===== src/rtl/vfu_mem_pkg.sv =====
// vfu_mem_pkg: shared IDs, arbiter state type and default widths for the memory arbiter
package vfu_mem_pkg;
    localparam logic REQ_VPU = 1'b0;
    localparam logic REQ_HOST = 1'b1;
    localparam int ADDR_W_DEF = 32;
    localparam int DATA_W_DEF = 64;
    localparam int MAX_OUT_DEF = 4;
    typedef enum logic {ARB, HOLD} arb_state_e;
endpackage


===== src/rtl/vfu_mem_arbiter_if.sv =====
// vfu_mem_arbiter_if: request/grant/response bundle used for both requester and memory sides
interface vfu_mem_arbiter_if
    import vfu_mem_pkg::*;
#(
    parameter int ADDR_W = ADDR_W_DEF,
    parameter int DATA_W = DATA_W_DEF
);
    logic req;
    logic we;
    logic [ADDR_W-1:0] addr;
    logic [DATA_W-1:0] wdata;
    logic gnt;
    logic rvalid;
    logic [DATA_W-1:0] rdata;
    modport master(output req, we, addr, wdata, input gnt, rvalid, rdata);
    modport slave(input req, we, addr, wdata, output gnt, rvalid, rdata);
endinterface


===== src/rtl/vfu_id_fifo.sv =====
// vfu_id_fifo: synchronous FIFO of outstanding requester IDs; push and pop may coincide when full
module vfu_id_fifo #(
    parameter int W = 1,
    parameter int DEPTH = 4,
    parameter int CW = $clog2(DEPTH) + 1
) (
    input  logic clk,
    input  logic rst_n,
    input  logic push,
    input  logic [W-1:0] din,
    input  logic pop,
    output logic [W-1:0] dout,
    output logic full,
    output logic empty,
    output logic [CW-1:0] count
);
    localparam int PW = $clog2(DEPTH);
    logic [W-1:0] slots [DEPTH];
    logic [PW-1:0] wr_ptr, rd_ptr;
    logic do_push, do_pop;
    assign full = count == CW'(DEPTH);
    assign empty = count == '0;
    assign dout = slots[rd_ptr];
    assign do_push = push && (!full || pop);
    assign do_pop = pop && !empty;
    // Pointers wrap for free because DEPTH is a power of two
    always_ff @(posedge clk or negedge rst_n) begin
        if (!rst_n) begin
            wr_ptr <= '0;
            rd_ptr <= '0;
            count <= '0;
        end else begin
            if (do_push) wr_ptr <= wr_ptr + 1'b1;
            if (do_pop) rd_ptr <= rd_ptr + 1'b1;
            count <= count + CW'(do_push) - CW'(do_pop);
        end
    end
    always_ff @(posedge clk) begin
        if (do_push) slots[wr_ptr] <= din;
    end
endmodule


===== src/rtl/vfu_mem_arbiter.sv =====
// vfu_mem_arbiter: round-robin share of one memory port between the VPU and host, with in-order read routing
module vfu_mem_arbiter
    import vfu_mem_pkg::*;
#(
    parameter int ADDR_W = ADDR_W_DEF,
    parameter int DATA_W = DATA_W_DEF,
    parameter int MAX_OUT = MAX_OUT_DEF
) (
    input  logic clk,
    input  logic rst_n,
    vfu_mem_arbiter_if.slave r0,
    vfu_mem_arbiter_if.slave r1,
    vfu_mem_arbiter_if.master mem,
    output logic err
);
    localparam int CW = $clog2(MAX_OUT) + 1;
    arb_state_e state, state_nxt;
    logic last_win, lock_id, win, has_win, xfer, push, pop, pop_id;
    logic full, empty, room, elig0, elig1;
    logic [CW-1:0] count;
    logic [ADDR_W-1:0] addr_sel;
    logic [DATA_W-1:0] wdata_sel;

    vfu_id_fifo #(.W(1), .DEPTH(MAX_OUT)) u_fifo (
        .clk(clk),
        .rst_n(rst_n),
        .push(push),
        .din(win),
        .pop(pop),
        .dout(pop_id),
        .full(full),
        .empty(empty),
        .count(count)
    );

    always_ff @(posedge clk or negedge rst_n) begin
        if (!rst_n) state <= ARB;
        else state <= state_nxt;
    end

    always_comb state_nxt = state == ARB ? (has_win && !mem.gnt ? HOLD : ARB) : (xfer ? ARB : HOLD);

    // A response popping this cycle frees the slot a new read would take
    always_comb begin
        room = !full || mem.rvalid;
        elig0 = r0.req && (r0.we || room);
        elig1 = r1.req && (r1.we || room);
        win = state == HOLD ? lock_id : (elig0 && elig1 ? !last_win : elig1);
        has_win = state == HOLD ? (lock_id ? r1.req : r0.req) : (elig0 || elig1);
        addr_sel = win ? r1.addr : r0.addr;
        wdata_sel = win ? r1.wdata : r0.wdata;
        mem.req = has_win;
        mem.we = has_win && (win ? r1.we : r0.we);
        mem.addr = addr_sel;
        mem.wdata = wdata_sel;
        xfer = has_win && mem.gnt;
        r0.gnt = xfer && win == REQ_VPU;
        r1.gnt = xfer && win == REQ_HOST;
        push = xfer && !mem.we;
        pop = mem.rvalid && !empty;
    end

    always_ff @(posedge clk or negedge rst_n) begin
        if (!rst_n) begin
            last_win <= REQ_HOST;
            lock_id <= REQ_VPU;
        end else begin
            if (xfer) last_win <= win;
            if (state == ARB && has_win && !mem.gnt) lock_id <= win;
        end
    end

    always_ff @(posedge clk or negedge rst_n) begin
        if (!rst_n) begin
            r0.rvalid <= 1'b0;
            r1.rvalid <= 1'b0;
            r0.rdata <= '0;
            r1.rdata <= '0;
            err <= 1'b0;
        end else begin
            r0.rvalid <= pop && pop_id == REQ_VPU;
            r1.rvalid <= pop && pop_id == REQ_HOST;
            if (pop && pop_id == REQ_VPU) r0.rdata <= mem.rdata;
            if (pop && pop_id == REQ_HOST) r1.rdata <= mem.rdata;
            if (mem.rvalid && count == '0 && !push) err <= 1'b1;
        end
    end
endmodule


===== src/flat_wrapper.sv =====
// flat-port wrapper written by rule: the top's interface ports become plain ports
module vfu_mem_arbiter_flat import vfu_mem_pkg::*;
#(
    parameter int ADDR_W = ADDR_W_DEF,
    parameter int DATA_W = DATA_W_DEF,
    parameter int MAX_OUT = MAX_OUT_DEF
)
  (clk, rst_n, err, r0_req, r0_we, r0_addr, r0_wdata, r0_gnt, r0_rvalid, r0_rdata, r1_req, r1_we, r1_addr, r1_wdata, r1_gnt, r1_rvalid, r1_rdata, mem_req, mem_we, mem_addr, mem_wdata, mem_gnt, mem_rvalid, mem_rdata);
  vfu_mem_arbiter_if #(.ADDR_W(ADDR_W), .DATA_W(DATA_W)) r0_i ();
  vfu_mem_arbiter_if #(.ADDR_W(ADDR_W), .DATA_W(DATA_W)) r1_i ();
  vfu_mem_arbiter_if #(.ADDR_W(ADDR_W), .DATA_W(DATA_W)) mem_i ();
  input  logic clk;
  input  logic rst_n;
  output logic err;
  input wire logic [$bits(r0_i.req)-1:0] r0_req;
  input wire logic [$bits(r0_i.we)-1:0] r0_we;
  input wire logic [$bits(r0_i.addr)-1:0] r0_addr;
  input wire logic [$bits(r0_i.wdata)-1:0] r0_wdata;
  output wire logic [$bits(r0_i.gnt)-1:0] r0_gnt;
  output wire logic [$bits(r0_i.rvalid)-1:0] r0_rvalid;
  output wire logic [$bits(r0_i.rdata)-1:0] r0_rdata;
  input wire logic [$bits(r1_i.req)-1:0] r1_req;
  input wire logic [$bits(r1_i.we)-1:0] r1_we;
  input wire logic [$bits(r1_i.addr)-1:0] r1_addr;
  input wire logic [$bits(r1_i.wdata)-1:0] r1_wdata;
  output wire logic [$bits(r1_i.gnt)-1:0] r1_gnt;
  output wire logic [$bits(r1_i.rvalid)-1:0] r1_rvalid;
  output wire logic [$bits(r1_i.rdata)-1:0] r1_rdata;
  output wire logic [$bits(mem_i.req)-1:0] mem_req;
  output wire logic [$bits(mem_i.we)-1:0] mem_we;
  output wire logic [$bits(mem_i.addr)-1:0] mem_addr;
  output wire logic [$bits(mem_i.wdata)-1:0] mem_wdata;
  input wire logic [$bits(mem_i.gnt)-1:0] mem_gnt;
  input wire logic [$bits(mem_i.rvalid)-1:0] mem_rvalid;
  input wire logic [$bits(mem_i.rdata)-1:0] mem_rdata;
  assign r0_i.req = r0_req;
  assign r0_i.we = r0_we;
  assign r0_i.addr = r0_addr;
  assign r0_i.wdata = r0_wdata;
  assign r0_gnt = r0_i.gnt;
  assign r0_rvalid = r0_i.rvalid;
  assign r0_rdata = r0_i.rdata;
  assign r1_i.req = r1_req;
  assign r1_i.we = r1_we;
  assign r1_i.addr = r1_addr;
  assign r1_i.wdata = r1_wdata;
  assign r1_gnt = r1_i.gnt;
  assign r1_rvalid = r1_i.rvalid;
  assign r1_rdata = r1_i.rdata;
  assign mem_req = mem_i.req;
  assign mem_we = mem_i.we;
  assign mem_addr = mem_i.addr;
  assign mem_wdata = mem_i.wdata;
  assign mem_i.gnt = mem_gnt;
  assign mem_i.rvalid = mem_rvalid;
  assign mem_i.rdata = mem_rdata;
  vfu_mem_arbiter #(.ADDR_W(ADDR_W), .DATA_W(DATA_W), .MAX_OUT(MAX_OUT)) u_core (.clk(clk), .rst_n(rst_n), .r0(r0_i), .r1(r1_i), .mem(mem_i), .err(err));
endmodule

===== config.mk =====
export PLATFORM = sky130hd
export DESIGN_NAME = vfu_mem_arbiter_flat
export DESIGN_NICKNAME = d
export VERILOG_FILES = /design/src/rtl/vfu_mem_pkg.sv /design/src/rtl/vfu_mem_arbiter_if.sv /design/src/rtl/vfu_id_fifo.sv /design/src/rtl/vfu_mem_arbiter.sv /design/src/flat_wrapper.sv
export SDC_FILE = /design/constraint.sdc
export NUM_CORES = 1
export LEC_CHECK = 0
export ABC_AREA = 0
export ABC_CLOCK_PERIOD_IN_PS = 4000
export CAP_MARGIN = 20
export CORE_AREA = 4 4 188 190
export DETAILED_ROUTE_END_ITERATION = 16
export DIE_AREA = 0 0 192 194
export GPL_TIMING_DRIVEN = 1
export PLACE_DENSITY = 0.57
export SLEW_MARGIN = 20
export SYNTH_ARGS = -nofsm -noshare
export SYNTH_HDL_FRONTEND = slang
export SYNTH_SLANG_ARGS = --single-unit
export TNS_END_PERCENT = 20

===== constraint.sdc =====
create_clock -name clk -period 4 [get_ports clk]
set_input_delay 0.8 -clock clk [delete_from_list [all_inputs] [get_ports clk]]
set_output_delay 0.8 -clock clk [all_outputs]
set_load 0.05 [all_outputs]

==> results.sh, run 1 <==
export IMPL_cts_htree_levels=4
export IMPL_io_buffers=494
export IMPL_worstPathMaxFanout=22
export IMPL_max_freq_ghz=0.2561
export IMPL_nets=1234
export IMPL_grt_max_degree=92
export IMPL_gr_usage_met2_pct=33.77
export IMPL_timing_final_crit_period_ns=3.905
export IMPL_final_antenna_net_count=0
export IMPL_overflow=0
export IMPL_async_reset_ff_share_pct=97.24
export IMPL_cts_made_buffers=17
export IMPL_postRouteWirelength_microns=37170
export IMPL_final_cell_area_sq_mm=0.01398
export IMPL_holdCritPathClass="in -> async"
export IMPL_vias_per_cell=4.141
export IMPL_ys_ff_latch=145
export IMPL_fin_cells=1435
export IMPL_gp_routability_congestion=0.9042
export IMPL_antenna_found_initial=19
export IMPL_end_kind="output port"
export IMPL_wl_per_cell_microns=25.90
export IMPL_synth_seq_area_share_pct=53.50
export IMPL_yosysWarnings=0
export IMPL_core_sq_mm=0.03345
export IMPL_clockBufferDepth=2
export IMPL_status="complete, no violations"
export IMPL_syn_area_per_cell_sq_um=14.80
export IMPL_area_growth_pct=105.0
export IMPL_cts_sinks=145
export IMPL_rows=67
export IMPL_drt_pass1_iter_count=4
export IMPL_max_slew_margin_rel_pct=42.30
export IMPL_cts_root_buf="clkbuf_16"
export IMPL_grt_util_met3_pct=8.552
export IMPL_grt_busiest_layer="met2"
export IMPL_drc=0
export IMPL_setup_viol=0
export IMPL_critPathKind="in -> out"
export IMPL_grt_total_usage_pct=19.42
export IMPL_whs_ns=0.4675
export IMPL_synth_nets=732
export IMPL_syn_area_sq_mm=0.006822
export IMPL_numPlacedInstances=1392
export IMPL_dieArea_sq_mm=0.03725
export IMPL_placed_cell_area_sq_mm=0.01336
export IMPL_slew_viol_final=0
export IMPL_period_share_pct=97.63
export IMPL_grt_pass1_vias=6504
export IMPL_nFillCells=3104
export IMPL_die_width_microns=192
export IMPL_met1_usage_pct=21.01
export IMPL_clkLatencyLatePin_ns=0.42
export IMPL_num_vias=5942
export IMPL_dpl_hpwl_microns=31280
export IMPL_cp_start_kind="input pin"
export IMPL_cp_required_ns=3.20
export IMPL_grt_pass1_wl_microns=50370
export IMPL_drv_cap=0
export IMPL_fin_worst_skew_ns=0.01092
export IMPL_rsz0062_at_grt="no"
export IMPL_worst_ep_arrival_time_ns=3.11
export IMPL_powerDensity_mw_per_mm2=940.9
export IMPL_final_common_cell="clkdlybuf4s50_1"
export IMPL_vdd_ir_drop_max_uv=435.6
export IMPL_final_cell_mix="393 x clkdlybuf4s50_1, 212 x mux2_2, 140 x dfrtp_1"
export IMPL_tightest_slew_ns=0.8654
export IMPL_final_core_util_pct=41.80
export IMPL_drt_iter0_drc=188
export IMPL_io_pin_count=495
export IMPL_synth_distinct_cells=37
export IMPL_start_util_pct=20.39
export IMPL_finalSetupTns_ns=0
export IMPL_clkTransAtPathRegs_ns=0.06
export IMPL_cts_tree="built"
export IMPL_hold_viol=0
export IMPL_synth_enable_flop_cells=4
export IMPL_synth_ff_type="dfrtp_1"
export IMPL_die_height_microns=194
export IMPL_syn_inst=461
export IMPL_final_layout_size_suffix_gt1_share_pct=39.14
export IMPL_p_leak_nw=5.722
==> layout make-up <==
cell class / count / area, sq um / area share, %
timing repair buffer: 510 / 6105 / 43.66
clock buffer: 22 / 495.5 / 3.544
antenna: 11 / 27.53 / 0.1969
multi-input combinational: 277 / 3023 / 21.62
inverter: 12 / 45.04 / 0.3221
sequential: 145 / 3650 / 26.10
clock inverter: 10 / 76.32 / 0.5459
tap: 448 / 560.5 / 4.009
==> stage by stage <==
stage | total power, W | setup slack, ns
5_1_grt | 0.01371 | 0.05131
2_1_floorplan | 0.007911 | 0.1423
3_3_place_gp | 0.01168 | -0.03466
4_1_cts | 0.01333 | 0.04231
6_report | 0.01316 | 0.09496
3_5_place_dp | 0.01173 | -0.04893
==> layer usage <==
metal | vias up | share of wire [%]
met5 | - | 0.035
met4 | 2 | 2.6
met3 | 33 | 11
met2 | 326 | 51
met1 | 2907 | 36
li1 | 2674 | -
==> final timing paths <==
path                                                  endpoint                                 from  slack [ns]  cells past startpoint
max in group asynchronous          u_core.last_win$_DFFE_PN1N_                                rst_n        2.64                      2
max reg2reg                   u_core.u_fifo.count[2]$_DFF_PN0_     u_core.u_fifo.count[1]$_DFF_PN0_        1.00                     12
min reg2reg                u_core.u_fifo.rd_ptr[1]$_DFFE_PN0P_  u_core.u_fifo.rd_ptr[1]$_DFFE_PN0P_        0.49                      1
min in group clk           u_core.u_fifo.rd_ptr[1]$_DFFE_PN0P_  u_core.u_fifo.rd_ptr[1]$_DFFE_PN0P_        0.49                      1
min                            u_core.r1.rdata[29]$_DFFE_PN0P_                                rst_n        0.47                      1
max                                              mem_wdata[46]                           mem_rvalid        0.09                      8
==> state kept, by name (all words and copies together), names as in the netlist, named ones only <==
signal and count:
u_core.r0.rvalid 1, u_core.r1.rdata 64, u_core.u_fifo.count 3, u_core.last_win 1, u_core.err 1, u_core.lock_id 1
u_core.r0.rdata 64, u_core.r1.rvalid 1, u_core.u_fifo.wr_ptr 2, u_core.u_fifo.rd_ptr 2, u_core.u_fifo.slots 4
==> where the power goes <==
| part | leakage [nW] | switching [W] | internal, W |
|---|---|---|---|
| logic | 3.76 | 0.00527 | 0.00376 |
| registers | 1.69 | 0.000378 | 0.00222 |
| clock network | 0.267 | 0.000645 | 0.000884 |
==> worst max-delay path, stage by stage <==
cell and delay (ns):
clkdlybuf4s50_1 0.45, or4b_4 0.54, o21ai_4 0.19, o221ai_2 0.13
and2_4 0.23, buf_12 0.18, mux2_4 0.38, buf_12 0.17
==> cells by family after synthesis <==
logic type	after synthesis	synth area share (%)
AOI/OAI and AO/OA	15	1.779
buffers and inverters	39	2.788
xor gates and xnor gates	5	0.6419
DFF	145	53.50
muxes	227	38.00
adders and majority gates	7	1.394
and+or+nand+nor	23	1.889
==> synth_stat cells, drive strengths merged (3+ instances only) <==
cell | n | area share [%]
and2 | 7 | 0.68
buf | 21 | 1.8
clkbuf | 6 | 0.33
dfrtp | 140 | 51
edfxtp | 4 | 1.8
ha | 6 | 1.1
inv | 12 | 0.66
mux2 | 225 | 38
nand2 | 6 | 0.33
nor2 | 3 | 0.17
o21ai | 5 | 0.53
xnor2 | 4 | 0.51
==> repair_timing <==
item                                    in CTS  in global routing
pin swaps                                    0                  1
hold buffers                                 0                  0
endpoints found under the hold margin        0                  0
endpoints found under the setup margin       6                  4
gates resized for setup                      4                  3
setup buffers                                0                  0
Power figures use the tool's default switching activity.
==> run 2: changes to the inputs <==
--- a/config.mk
+++ b/config.mk
@@ -6,8 +6,7 @@
 export NUM_CORES = 1
 export LEC_CHECK = 0
 export ABC_AREA = 0
-export ABC_CLOCK_PERIOD_IN_PS = 4000
-export CAP_MARGIN = 20
+export ABC_CLOCK_PERIOD_IN_PS = 3980
 export CORE_AREA = 4 4 188 190
 export DETAILED_ROUTE_END_ITERATION = 16
 export DIE_AREA = 0 0 192 194
==> constraint.sdc (replaced) <==
create_clock -name clk -period 3.98 [get_ports clk]
set_input_delay 0.796 -clock clk [delete_from_list [all_inputs] [get_ports clk]]
set_output_delay 0.796 -clock clk [all_outputs]
set_load 0.05 [all_outputs]
==> run 2 against run 1 <==
Compared with the run above: power rose by 0.82%; sequential cell count is the same; cell count decreased by 0.49%; final area is 0.17% lower; die area did not move; worst hold slack lost 0.026 ns; combinational power about the same; register-to-register slack gained 0.02 ns; sequential power about the same; routed wire length rose by 0.36%.
==> results.sh, run 2 (synthesis gave the netlist of run 1 again) <==
export IMPL_vdd_ir_drop_max_uv=455.8
export IMPL_cp_slowest_cell="or4b_4"
export IMPL_crit_buf_inv=3
export IMPL_final_antenna_net_count=0
export IMPL_num_vias=6001
export IMPL_pre_cts_ws_ns=-0.01735
export IMPL_slew_viol_final=0
export IMPL_crit_family="simple AND/OR/NAND/NOR gates"
export IMPL_overflow=0
export IMPL_routed_wl_met2_microns=18990
export IMPL_clockBufferDepth=2
export IMPL_cts_htree_levels=4
export IMPL_max_freq_ghz=0.2519
export IMPL_status="complete, no violations"
export IMPL_drt_pass1_iter_count=4
export IMPL_area_growth_pct=104.6
export IMPL_final_layout_size_suffix_gt1_share_pct=39.18
export IMPL_p_leak_nw=5.706
export IMPL_hold_buffers=0
export IMPL_final_common_cell="clkdlybuf4s50_1"
export IMPL_numPlacedInstances=1391
export IMPL_cts_root_buf="clkbuf_16"
export IMPL_dpl_hpwl_microns=31620
export IMPL_final_cell_mix="393 x clkdlybuf4s50_1, 218 x mux2_2, 140 x dfrtp_1"
export IMPL_wl_met3_microns=3334
export IMPL_start_util_pct=20.39
export IMPL_drt_iter0_drc=167
export IMPL_dr_max_layer_used="met5"
export IMPL_drv_cap=0
export IMPL_io_pin_count=495
export IMPL_max_stage_delay_ns=0.59
export IMPL_fin_worst_skew_ns=0.01455
export IMPL_core_sq_mm=0.03345
export IMPL_grt_total_usage_pct=19.64
export IMPL_routedLengthMet1_microns=14440
export IMPL_die_height_microns=194
export IMPL_antenna_found_initial=14
export IMPL_setup_slack_ns=0.01074
export IMPL_reg_top3="u_core.r0.rdata (64), u_core.r1.rdata (64), u_core.u_fifo.slots (4)"
export IMPL_cp_common_cell="buf_12"
export IMPL_powerDensity_mw_per_mm2=950.2
export IMPL_grt_pass1_vias=6647
export IMPL_whs_ns=0.4418
export IMPL_vias_per_cell=4.202
export IMPL_clkLatencyLatePin_ns=0.43
export IMPL_holdCritPathClass="in -> async"
export IMPL_cts_made_buffers=17
export IMPL_timing_final_crit_period_ns=3.969
export IMPL_grt_max_degree=89
export IMPL_end_kind="output port"
export IMPL_finalSetupTns_ns=0
export IMPL_drc=0
export IMPL_die_width_microns=192
export IMPL_worst_ep_arrival_time_ns=3.17
export IMPL_fin_cells=1428
export IMPL_nets=1233
export IMPL_max_slew_margin_rel_pct=45.04
export IMPL_io_buffers=494
export IMPL_setup_viol=0
export IMPL_cts_sinks=145
export IMPL_postRouteWirelength_microns=37300
export IMPL_grt_pass1_wl_microns=51630
export IMPL_post_cts_buffers=0
export IMPL_rsz0062_at_grt="yes"
export IMPL_tightest_slew_ns=0.8245
export IMPL_critPathKind="in -> out"
export IMPL_cts_tree="built"
export IMPL_fin_total_pwr_w=0.01326
export IMPL_hold_viol=0
export IMPL_dieArea_sq_mm=0.03725
export IMPL_cp_required_ns=3.18
export IMPL_worstPathMaxFanout=21
export IMPL_rows=67
export IMPL_wl_per_cell_microns=26.12
export IMPL_clkTransAtPathRegs_ns=0.06
export IMPL_worstPathCellList="clkdlybuf4s50_1 > or4b_4 > o221ai_2 > and2_4 > buf_12 > mux2_2 > buf_12"
export IMPL_cp_start_kind="input pin"
export IMPL_period_share_pct=99.73
export IMPL_gp_routability_congestion=0.8891
## run 2: cell types whose count changed in the layout (fill, tap and decap cells not counted), sizes merged
| cell | previous run | this run |
|---|---|---|
| clkinvlp | 5 | 4 |
| diode | 11 | 5 |
| clkbuf | 22 | 21 |
| buf | 117 | 116 |
| bufinv | 0 | 1 |
| clkinv | 4 | 5 |
## run 2: repair_timing
| action | 4_1_cts | 5_1_grt |
|---|---|---|
| gates resized for setup | 1 | 0 |
| endpoints found under the setup margin | 3 | 3 |
| endpoints found under the hold margin | 0 | 0 |
## run 2: final cells by class
type / count / area (sq um)
multi-input cells: 277 / 3000
repair buffers: 509 / 6097
inverters: 12 / 45.04
clock inverters: 11 / 101.3
well taps: 448 / 560.5
clock buffers: 21 / 491.7
flip-flops and latches: 145 / 3650
fillers: 3118 / 19490
diodes: 5 / 12.51
## run 2: path summary, 6_finish.rpt
| kind | startpoint | cells past startpoint | slack, ns | to |
|---|---|---|---|---|
| min in group clk | u_core.u_fifo.rd_ptr[1]$_DFFE_PN0P_ | 1 | 0.48 | u_core.u_fifo.rd_ptr[1]$_DFFE_PN0P_ |
| max in group asynchronous | rst_n | 2 | 2.53 | u_core.last_win$_DFFE_PN1N_ |
| max | mem_rvalid | 7 | 0.01 | mem_wdata[37] |
| min reg2reg | u_core.u_fifo.rd_ptr[1]$_DFFE_PN0P_ | 1 | 0.48 | u_core.u_fifo.rd_ptr[1]$_DFFE_PN0P_ |
| min | rst_n | 1 | 0.44 | u_core.r0.rdata[25]$_DFFE_PN0P_ |
| max reg2reg | u_core.u_fifo.count[1]$_DFF_PN0_ | 12 | 1.02 | u_core.u_fifo.count[2]$_DFF_PN0_ |
## run 2: per-stage QoR
| stage | util (%) | cell area, sq um |
|---|---|---|
| floorplan | - | 6822 |
| global placement | 39.91 | 13350 |
| detailed placement | 39.91 | 13350 |
| CTS | 41.69 | 13950 |
| global route | 41.70 | 13950 |
| finish | 41.73 | 13960 |
## run 2: metal layers
layer  global-route usage [%]  up-vias
li1                         -     2670
met2                    34.59      296
met5                        0        -
met4                    3.328        4
met1                    23.08     2991
met3                    7.382       40
## run 2: report_power, final
group | internal [W] | switching [W] | total (W)
combinational | 0.00376 | 0.00529 | 0.00905
sequential | 0.00223 | 0.000376 | 0.00261
clock | 0.000948 | 0.000657 | 0.00161
total | 0.00694 | 0.00632 | 0.0133
